**src/rtl/camera_pkg.sv**
```systemverilog
// Shared defaults and types for the camera stream blocks.
package camera_pkg;

    localparam int unsigned PIX_W_DEF    = 16;
    localparam int unsigned DATA_W_DEF   = 64;
    localparam int unsigned PIX_PER_BEAT = DATA_W_DEF / PIX_W_DEF;

    typedef enum logic [2:0] {
        IDLE,
        LEAD,
        LINE,
        LGAP,
        TAIL
    } player_state_t;

endpackage

```
**src/rtl/axis_frame_player_if.sv**
```systemverilog
// AXI-Stream beat bus between the MM2S source and the frame player.
interface axis_frame_player_if #(
    parameter int unsigned DATA_W = camera_pkg::DATA_W_DEF
);

    logic [DATA_W-1:0]   tdata;
    logic [DATA_W/8-1:0] tkeep;
    logic                tlast;
    logic                tvalid;
    logic                tready;

    modport master (output tdata, tkeep, tlast, tvalid, input tready);
    modport slave  (input tdata, tkeep, tlast, tvalid, output tready);

endinterface

```
**src/rtl/axis_beat_unpack.sv**
```systemverilog
// DATA_W -> PIX_W gearbox; a single beat register doubles as the skid buffer.
module axis_beat_unpack #(
    parameter int unsigned DATA_W = camera_pkg::DATA_W_DEF,
    parameter int unsigned PIX_W  = camera_pkg::PIX_W_DEF
) (
    input  logic              clk,
    input  logic              rst_n,
    input  logic              enable,
    input  logic [DATA_W-1:0] s_tdata,
    input  logic              s_tvalid,
    output logic              s_tready_c,
    output logic [PIX_W-1:0]  pix,
    output logic              pix_valid,
    input  logic              pix_ready
);

    localparam int unsigned PPB   = DATA_W / PIX_W;
    localparam int unsigned IDX_W = (PPB > 1) ? $clog2(PPB) : 1;

    logic [PPB-1:0][PIX_W-1:0] beat_q;
    logic                      full_q;
    logic [IDX_W-1:0]          idx_q;
    logic                      pop_c;
    logic                      last_c;
    logic                      accept_c;

    // Refill in the same cycle the last pixel leaves so lines run gap-free.
    assign last_c     = (idx_q == IDX_W'(PPB - 1));
    assign pop_c      = full_q && pix_ready;
    assign s_tready_c = enable && (!full_q || (pop_c && last_c));
    assign accept_c   = s_tvalid && s_tready_c;
    assign pix        = beat_q[idx_q];
    assign pix_valid  = full_q;

    always_ff @(posedge clk or negedge rst_n) begin
        if (!rst_n) begin
            beat_q <= '0;
            full_q <= 1'b0;
            idx_q  <= '0;
        end else if (accept_c) begin
            beat_q <= s_tdata;
            full_q <= 1'b1;
            idx_q  <= '0;
        end else if (pop_c) begin
            if (last_c) full_q <= 1'b0;
            else        idx_q  <= idx_q + IDX_W'(1);
        end
    end

endmodule

```
**src/rtl/axis_frame_player.sv**
```systemverilog
// Replays a DDR image from AXI-Stream as an FVAL/LVAL/DVAL framed pixel stream.
// Optional FRAME_PLAYER_PATTERN_EN adds a test_mode input selecting a ramp source.
module axis_frame_player
    import camera_pkg::*;
#(
    parameter int unsigned PIX_W     = PIX_W_DEF,
    parameter int unsigned DATA_W    = DATA_W_DEF,
    parameter int unsigned LINE_GAP  = 16,
    parameter int unsigned FRAME_GAP = 64
) (
    input  logic               sys_clk,
    input  logic               sys_rst_n,
    input  logic               start,
`ifdef FRAME_PLAYER_PATTERN_EN
    input  logic               test_mode,
`endif
    input  logic [15:0]        image_width,
    input  logic [15:0]        image_height,
    axis_frame_player_if.slave s_axis,
    output logic [PIX_W-1:0]   pix_data,
    output logic               fval,
    output logic               lval,
    output logic               dval,
    output logic               busy,
    output logic               done,
    output logic               frame_err
);

    localparam int unsigned PPB = DATA_W / PIX_W;

    player_state_t state_q;
    logic [15:0]   width_q, height_q;
    logic [31:0]   gap_cnt_q, pix_cnt_q, line_cnt_q, beats_left_q;
    logic          test_q;

    logic             unpack_en_c, unpack_valid, unpack_ready_c;
    logic [PIX_W-1:0] unpack_pix, ramp_c, src_pix_c;
    logic             src_valid_c, pop_c, accept_c, beat_bad_c;
    logic             gap_end_c, line_open_c, more_lines_c, want_pix_c, enter_line_c, dims_ok_c;

`ifdef FRAME_PLAYER_PATTERN_EN
    always_ff @(posedge sys_clk or negedge sys_rst_n) begin
        if (!sys_rst_n)                    test_q <= 1'b0;
        else if (state_q == IDLE && start) test_q <= test_mode;
    end
`else
    assign test_q = 1'b0;
`endif

    assign dims_ok_c    = (image_width != 16'd0) && (image_height != 16'd0);
    assign gap_end_c    = (gap_cnt_q == 32'(LINE_GAP - 1));
    assign line_open_c  = (state_q == LINE) && (pix_cnt_q != 32'(width_q));
    assign more_lines_c = (line_cnt_q < 32'(height_q));
    assign enter_line_c = gap_end_c && ((state_q == LEAD) || (state_q == LGAP && more_lines_c));
    assign want_pix_c   = enter_line_c || line_open_c;

    assign unpack_en_c    = (state_q == LEAD || state_q == LINE || state_q == LGAP)
                            && (beats_left_q != 32'd0) && !test_q;
    assign unpack_ready_c = want_pix_c && !test_q;

    assign ramp_c      = PIX_W'(line_cnt_q + (line_open_c ? pix_cnt_q : 32'd0));
    assign src_valid_c = test_q ? 1'b1 : unpack_valid;
    assign src_pix_c   = test_q ? ramp_c : unpack_pix;
    assign pop_c       = want_pix_c && src_valid_c;

    assign accept_c   = s_axis.tvalid && s_axis.tready;
    assign beat_bad_c = (s_axis.tlast != (beats_left_q == 32'd1)) || (s_axis.tkeep != '1);

    axis_beat_unpack #(
        .DATA_W (DATA_W),
        .PIX_W  (PIX_W)
    ) u_unpack (
        .clk        (sys_clk),
        .rst_n      (sys_rst_n),
        .enable     (unpack_en_c),
        .s_tdata    (s_axis.tdata),
        .s_tvalid   (s_axis.tvalid),
        .s_tready_c (s_axis.tready),
        .pix        (unpack_pix),
        .pix_valid  (unpack_valid),
        .pix_ready  (unpack_ready_c)
    );

    // Frame sequencer; framing outputs are registered alongside the state.
    always_ff @(posedge sys_clk or negedge sys_rst_n) begin
        if (!sys_rst_n) begin
            state_q      <= IDLE;
            width_q      <= '0;
            height_q     <= '0;
            gap_cnt_q    <= '0;
            pix_cnt_q    <= '0;
            line_cnt_q   <= '0;
            beats_left_q <= '0;
            pix_data     <= '0;
            fval         <= 1'b0;
            lval         <= 1'b0;
            dval         <= 1'b0;
            busy         <= 1'b0;
            done         <= 1'b0;
            frame_err    <= 1'b0;
        end else begin
            done <= 1'b0;
            if (accept_c) begin
                beats_left_q <= beats_left_q - 32'd1;
                if (beat_bad_c) frame_err <= 1'b1;
            end
            unique case (state_q)
                IDLE: if (start) begin
                    frame_err <= 1'b0;
                    if (dims_ok_c) begin
                        width_q      <= image_width;
                        height_q     <= image_height;
                        beats_left_q <= (32'(image_width) * 32'(image_height)) / 32'(PPB);
                        gap_cnt_q    <= '0;
                        line_cnt_q   <= '0;
                        fval         <= 1'b1;
                        busy         <= 1'b1;
                        state_q      <= LEAD;
                    end else begin
                        done <= 1'b1;
                    end
                end
                LEAD: begin
                    if (gap_end_c) state_q   <= LINE;
                    else           gap_cnt_q <= gap_cnt_q + 32'd1;
                end
                LINE: begin
                    if (line_open_c) begin
                        dval <= pop_c;
                        if (pop_c) begin
                            pix_cnt_q <= pix_cnt_q + 32'd1;
                            pix_data  <= src_pix_c;
                        end
                    end else begin
                        lval       <= 1'b0;
                        dval       <= 1'b0;
                        line_cnt_q <= line_cnt_q + 32'd1;
                        gap_cnt_q  <= '0;
                        state_q    <= LGAP;
                    end
                end
                LGAP: begin
                    if (!gap_end_c) begin
                        gap_cnt_q <= gap_cnt_q + 32'd1;
                    end else if (more_lines_c) begin
                        state_q <= LINE;
                    end else begin
                        fval      <= 1'b0;
                        gap_cnt_q <= '0;
                        state_q   <= TAIL;
                    end
                end
                TAIL: begin
                    if (gap_cnt_q == 32'(FRAME_GAP - 1)) begin
                        busy    <= 1'b0;
                        done    <= 1'b1;
                        state_q <= IDLE;
                    end else begin
                        gap_cnt_q <= gap_cnt_q + 32'd1;
                    end
                end
                default: state_q <= IDLE;
            endcase
            // First pixel of a line is fetched on the same edge lval rises.
            if (enter_line_c) begin
                lval      <= 1'b1;
                dval      <= pop_c;
                pix_cnt_q <= 32'(pop_c);
                if (pop_c) pix_data <= src_pix_c;
            end
        end
    end

endmodule

```
**src/flat_wrapper.sv**
```systemverilog
// flat-port wrapper written by rule: the top's interface ports become plain ports
module axis_frame_player_flat import camera_pkg::*;
#(
    parameter int unsigned PIX_W     = PIX_W_DEF,
    parameter int unsigned DATA_W    = DATA_W_DEF,
    parameter int unsigned LINE_GAP  = 16,
    parameter int unsigned FRAME_GAP = 64
)
  (sys_clk, sys_rst_n, start, image_width, image_height, pix_data, fval, lval, dval, busy, done, frame_err, s_axis_tdata, s_axis_tkeep, s_axis_tlast, s_axis_tvalid, s_axis_tready);
  axis_frame_player_if #(.DATA_W(DATA_W)) s_axis_i ();
  input  logic sys_clk;
  input  logic sys_rst_n;
  input  logic start;
  input  logic [15:0] image_width;
  input  logic [15:0] image_height;
  output logic [PIX_W-1:0] pix_data;
  output logic fval;
  output logic lval;
  output logic dval;
  output logic busy;
  output logic done;
  output logic frame_err;
  input wire logic [$bits(s_axis_i.tdata)-1:0] s_axis_tdata;
  input wire logic [$bits(s_axis_i.tkeep)-1:0] s_axis_tkeep;
  input wire logic [$bits(s_axis_i.tlast)-1:0] s_axis_tlast;
  input wire logic [$bits(s_axis_i.tvalid)-1:0] s_axis_tvalid;
  output wire logic [$bits(s_axis_i.tready)-1:0] s_axis_tready;
  assign s_axis_i.tdata = s_axis_tdata;
  assign s_axis_i.tkeep = s_axis_tkeep;
  assign s_axis_i.tlast = s_axis_tlast;
  assign s_axis_i.tvalid = s_axis_tvalid;
  assign s_axis_tready = s_axis_i.tready;
  axis_frame_player #(.PIX_W(PIX_W), .DATA_W(DATA_W), .LINE_GAP(LINE_GAP), .FRAME_GAP(FRAME_GAP)) u_core (.sys_clk(sys_clk), .sys_rst_n(sys_rst_n), .start(start), .image_width(image_width), .image_height(image_height), .s_axis(s_axis_i), .pix_data(pix_data), .fval(fval), .lval(lval), .dval(dval), .busy(busy), .done(done), .frame_err(frame_err));
endmodule
```
**config.mk**
```make
export PLATFORM = sky130hd
export DESIGN_NAME = axis_frame_player_flat
export DESIGN_NICKNAME = d
export VERILOG_FILES = /design/src/rtl/camera_pkg.sv /design/src/rtl/axis_frame_player_if.sv /design/src/rtl/axis_beat_unpack.sv /design/src/rtl/axis_frame_player.sv /design/src/flat_wrapper.sv
export SDC_FILE = /design/constraint.sdc
export NUM_CORES = 1
export LEC_CHECK = 0
export CAP_MARGIN = 30
export CORE_ASPECT_RATIO = 1.2
export CORE_MARGIN = 2
export CORE_UTILIZATION = 30
export CTS_CLUSTER_SIZE = 14
export DETAILED_ROUTE_END_ITERATION = 8
export DONT_BUFFER_PORTS = 1
export GPL_TIMING_DRIVEN = 0
export HOLD_SLACK_MARGIN = 0.08
export PLACE_DENSITY = 0.42
export SKIP_CTS_REPAIR_TIMING = 1
export SLEW_MARGIN = 15
export SYNTH_ARGS = -nofsm -noshare
export SYNTH_HDL_FRONTEND = slang
export SYNTH_SLANG_ARGS = --single-unit
```
**constraint.sdc**
```tcl
create_clock -name sys_clk -period 6.8 [get_ports sys_clk]
set_input_delay 0.68 -clock sys_clk [delete_from_list [all_inputs] [get_ports sys_clk]]
set_output_delay 0.68 -clock sys_clk [all_outputs]
set_load 0.01 [all_outputs]
```
==> results.tsv <==
stage	metric	value	unit
power	power.internal	0.00487	W
critical_path	worst_setup_path_end_kind	flop	
clock_tree	cts_made_buffers	30	
sta	min_period	6560	ps
routing	routed_wl	65600	µm
synthesis	synth_cell_types	80	
routing	via_per_inst	5.08	
global_route	grt_pass1_vias	17100	
flow_run	max_cap_violations	0	
synthesis	syn_area_per_cell	9.63	µm²
critical_path	r2r_cells	10	
place	portBuffers	0	
power	p_leak	10.9	nW
synthesis	synth_edf_count	0	
critical_path	cp.required	7240	ps
power	ir_drop	0.000410	V
clock_tree	clk_latency	580	ps
global_route	antenna_found_initial	9	
die	die_h	296	µm
synthesis	synthAdderAreaFrac	25.6	%
synthesis	seq_area_frac_synth	29.7	%
die	ioPinCount	132	
die	initial_core_util	30.4	%
clock_tree	cts.clk_slew.worst_paths	60	ps
sta	setup-tns-final	0	ps
sta	max_clock_freq	0.152	GHz
power	net-switching-power	0.00417	W
routing	first_iter_violations	793	
critical_path	critPathMaxFanout	10	
clock_tree	htree_levels	1	
critical_path	crit_type	in2reg	
run_status	status	finished, final reports clean	
routing	ant_nets	0	
routing	drcViolationCount	0	
place	hpwl	50000	µm
finish	final_cells	3182	
place	gp_congestion	0.825	
routing	wl_per_cell	20.6	µm
sta	finalHoldViolCount	0	
finish	drive_gt1_share	9.33	%
synthesis	synth_area	21300	µm²
die	die-area	73000	µm²
critical_path	r2r_end	u_core.pix_data[0]	
critical_path	r2r_setup_slack	2970	ps
sta	max_slew_margin	4.51	%
sta	slew_violations	0	
synthesis	synthCells	2207	
hold_path	worstHoldPathType	in2async	
synthesis	synth_xor_area_share	4.08	%
critical_path	cp.arrival	7000	ps
synthesis	synth_mux_area_share	6.13	%
sta	worstMarginPinSlew	1430	ps
synthesis	ys_warn_count	0	
synthesis	synthFlopType	dfrtp_1	
power	p_seq_share	18.4	%
sta	setup_viol	0	
power	clockPowerShare	18.8	%
sta	fin_crit_sh	96.4	%
place	dp_cells	3126	
sta	rsz0062_at_grt	false	
clock_tree	clkSinkCount	252	
die	die_w	247	µm
global_route	overflow	0	
synthesis	synth_compound_area_share	8.62	%
power	pwr_density_cell	383	nW/µm²
synthesis	synth_top_family_by_area	adder cells	
global_route	grt_util_all_layers	18.4	%
clock_tree	cts_tree	built	
routing	dr_total_vias	16200	
finish	syn2layout_area_growth	10.8	%
finish	nets	2667	
die	num_rows	106	
global_route	grt_pass1_wl	103000	µm
routing	detail_route.first_pass.iterations	5	
clock_tree	ctsLongestPathBuffers	3	
synthesis	async_reset_ff_share	100	%
critical_path	cp-start-kind	primary input	
power	p_sw_share	46.1	%
synthesis	ys_seq_elements	252	
clock_tree	cts_root_buf	clkbuf_16	
critical_path	r2r-start	u_core.line_cnt_q[14]	
power	power_frac_comb	62.8	%
synthesis	yosys.area_share.simple	18.9	%
die	core_area	69900	µm²
sta	fin_skew	15.9	ps
synthesis	syn-num-nets	2634	
global_route	grt_max_degree	253	
-- Yosys cell counts, types with 4 or more instances --
master | count | area share, %
nor2b_1 | 11 | 0.32
nand3b_1 | 4 | 0.14
mux2_2 | 77 | 4.1
nand2_1 | 277 | 4.9
o311ai_0 | 11 | 0.45
or3_1 | 29 | 0.85
a2111oi_0 | 4 | 0.16
o21a_1 | 6 | 0.21
fa_1 | 194 | 18
nor4_1 | 40 | 1.2
clkbuf_1 | 87 | 1.5
and4_1 | 10 | 0.41
nand2b_1 | 12 | 0.35
xnor2_1 | 73 | 3.0
ha_1 | 124 | 7.3
mux4_2 | 16 | 1.7
nor3_1 | 30 | 0.71
nor3b_1 | 4 | 0.14
nor4b_1 | 5 | 0.21
a211oi_1 | 8 | 0.28
buf_2 | 6 | 0.14
and3_1 | 28 | 0.82
a21o_1 | 16 | 0.56
o21ai_0 | 92 | 2.2
inv_1 | 266 | 4.7
and2_1 | 121 | 3.6
dfrtp_1 | 252 | 30
nand3_1 | 44 | 1.0
mux2_1 | 4 | 0.21
or4_1 | 19 | 0.67
o31ai_1 | 26 | 0.92
xor2_1 | 26 | 1.1
or2_2 | 6 | 0.18
o211ai_1 | 18 | 0.64
a21oi_1 | 41 | 0.97
nand4_1 | 29 | 0.85
o21bai_1 | 8 | 0.28
a31oi_1 | 16 | 0.47
nor2_1 | 104 | 1.8
buf_6 | 9 | 0.48
-- worst max-delay path by stage --
stage / start / endpoint / slack (ps) / cells past startpoint
after detailed placement: image_width[13] / u_core.beats_left_q[29] / -1130 / 21
final: image_height[3] / u_core.beats_left_q[29] / 240 / 21
after CTS: image_width[13] / u_core.beats_left_q[29] / -550 / 21
after global routing: image_height[7] / u_core.beats_left_q[18] / 3 / 23
after floorplan: image_height[7] / u_core.beats_left_q[26] / 130 / 23
after global placement: image_width[13] / u_core.beats_left_q[29] / -1150 / 21
-- worst max-delay path, cell delays in order --
cell	delay (ps)
clkbuf_2	280
buf_2	340
nand2_1	130
fa_1	590
fa_1	440
fa_1	520
inv_1	50
fa_1	470
fa_1	550
inv_1	60
fa_1	560
inv_1	60
ha_1	390
a21o_1	210
a21o_1	170
a221oi_1	350
o21ai_2	210
a311oi_2	350
o31ai_1	150
xnor2_1	300
o211ai_1	120
-- routing by layer --
metal	vias up	global-route usage (%)	routed length [µm]
met5	-	0	23
li1	7454	-	-
met4	4	6.69	2540
met1	8262	22.7	27000
met3	115	2.46	2610
met2	326	32.8	33500
-- state kept, by name, indices dropped and copies added, names as in the netlist, 2 cells and up --
name                    count
u_core.state_q              3
u_core.beats_left_q        32
u_core.pix_data            16
u_core.u_unpack.idx_q       2
u_core.gap_cnt_q           32
u_core.line_cnt_q          32
u_core.width_q             16
u_core.u_unpack.beat_q     64
u_core.pix_cnt_q           32
u_core.height_q            16
-- cell usage in the layout (no fill, tap or decap), types with 30 or more instances in the layout --
master / netlist / layout
a21oi_1: 41 / 41
and2_1: 121 / 121
clkbuf_1: 87 / 68
clkbuf_16: 0 / 30
dfrtp_1: 252 / 252
fa_1: 194 / 194
ha_1: 124 / 124
inv_1: 266 / 266
mux2_2: 77 / 77
nand2_1: 277 / 277
nand3_1: 44 / 44
nor2_1: 104 / 104
nor3_1: 30 / 30
nor4_1: 40 / 40
o21ai_0: 92 / 91
xnor2_1: 73 / 73
-- power groups by stage --
stage / Clock (W) / Combinational, W / Sequential (W)
after floorplan: 0 / 0.00400 / 0.00166
after global placement: 0 / 0.00559 / 0.00168
after detailed placement: 0 / 0.00557 / 0.00168
after CTS: 0.00175 / 0.00564 / 0.00166
after global routing: 0.00181 / 0.00641 / 0.00167
final: 0.00170 / 0.00568 / 0.00166
-- cell families after synthesis --
group	after synthesis
adders and majority gates	318
DFF	252
buffers and inverters	372
xor gates and xnor gates	99
muxes	100
and+or+nand+nor	787
AOI/OAI and AO/OA	279
-- area by class of cell --
type,count,area (µm²)
Antenna cell,3,7.51
Sequential cell,252,6310
Tap cell,918,1150
Inverter,266,998
Clock buffer,41,822
Fill cell,7190,46300
Clock inverter,12,203
Multi-Input combinational cell,1583,13500
Timing Repair Buffer,2,38.8
Buffer,105,547
-- through the flow --
| step | area, µm² | power, W | util (%) | hold WS (ps) | setup slack (ps) |
|---|---|---|---|---|---|
| floorplan | 21300 | 0.00567 | - | 384 | 132 |
| global placement | 22400 | 0.00727 | 32.1 | 396 | -1150 |
| detailed placement | 22400 | 0.00726 | 32.1 | 394 | -1130 |
| CTS | 23400 | 0.00905 | 33.5 | -235 | -550 |
| global route | 23600 | 0.00989 | 33.7 | 197 | 3.00 |
| finish | 23600 | 0.00904 | 33.7 | 156 | 242 |
(Power assumes the default switching activity.)
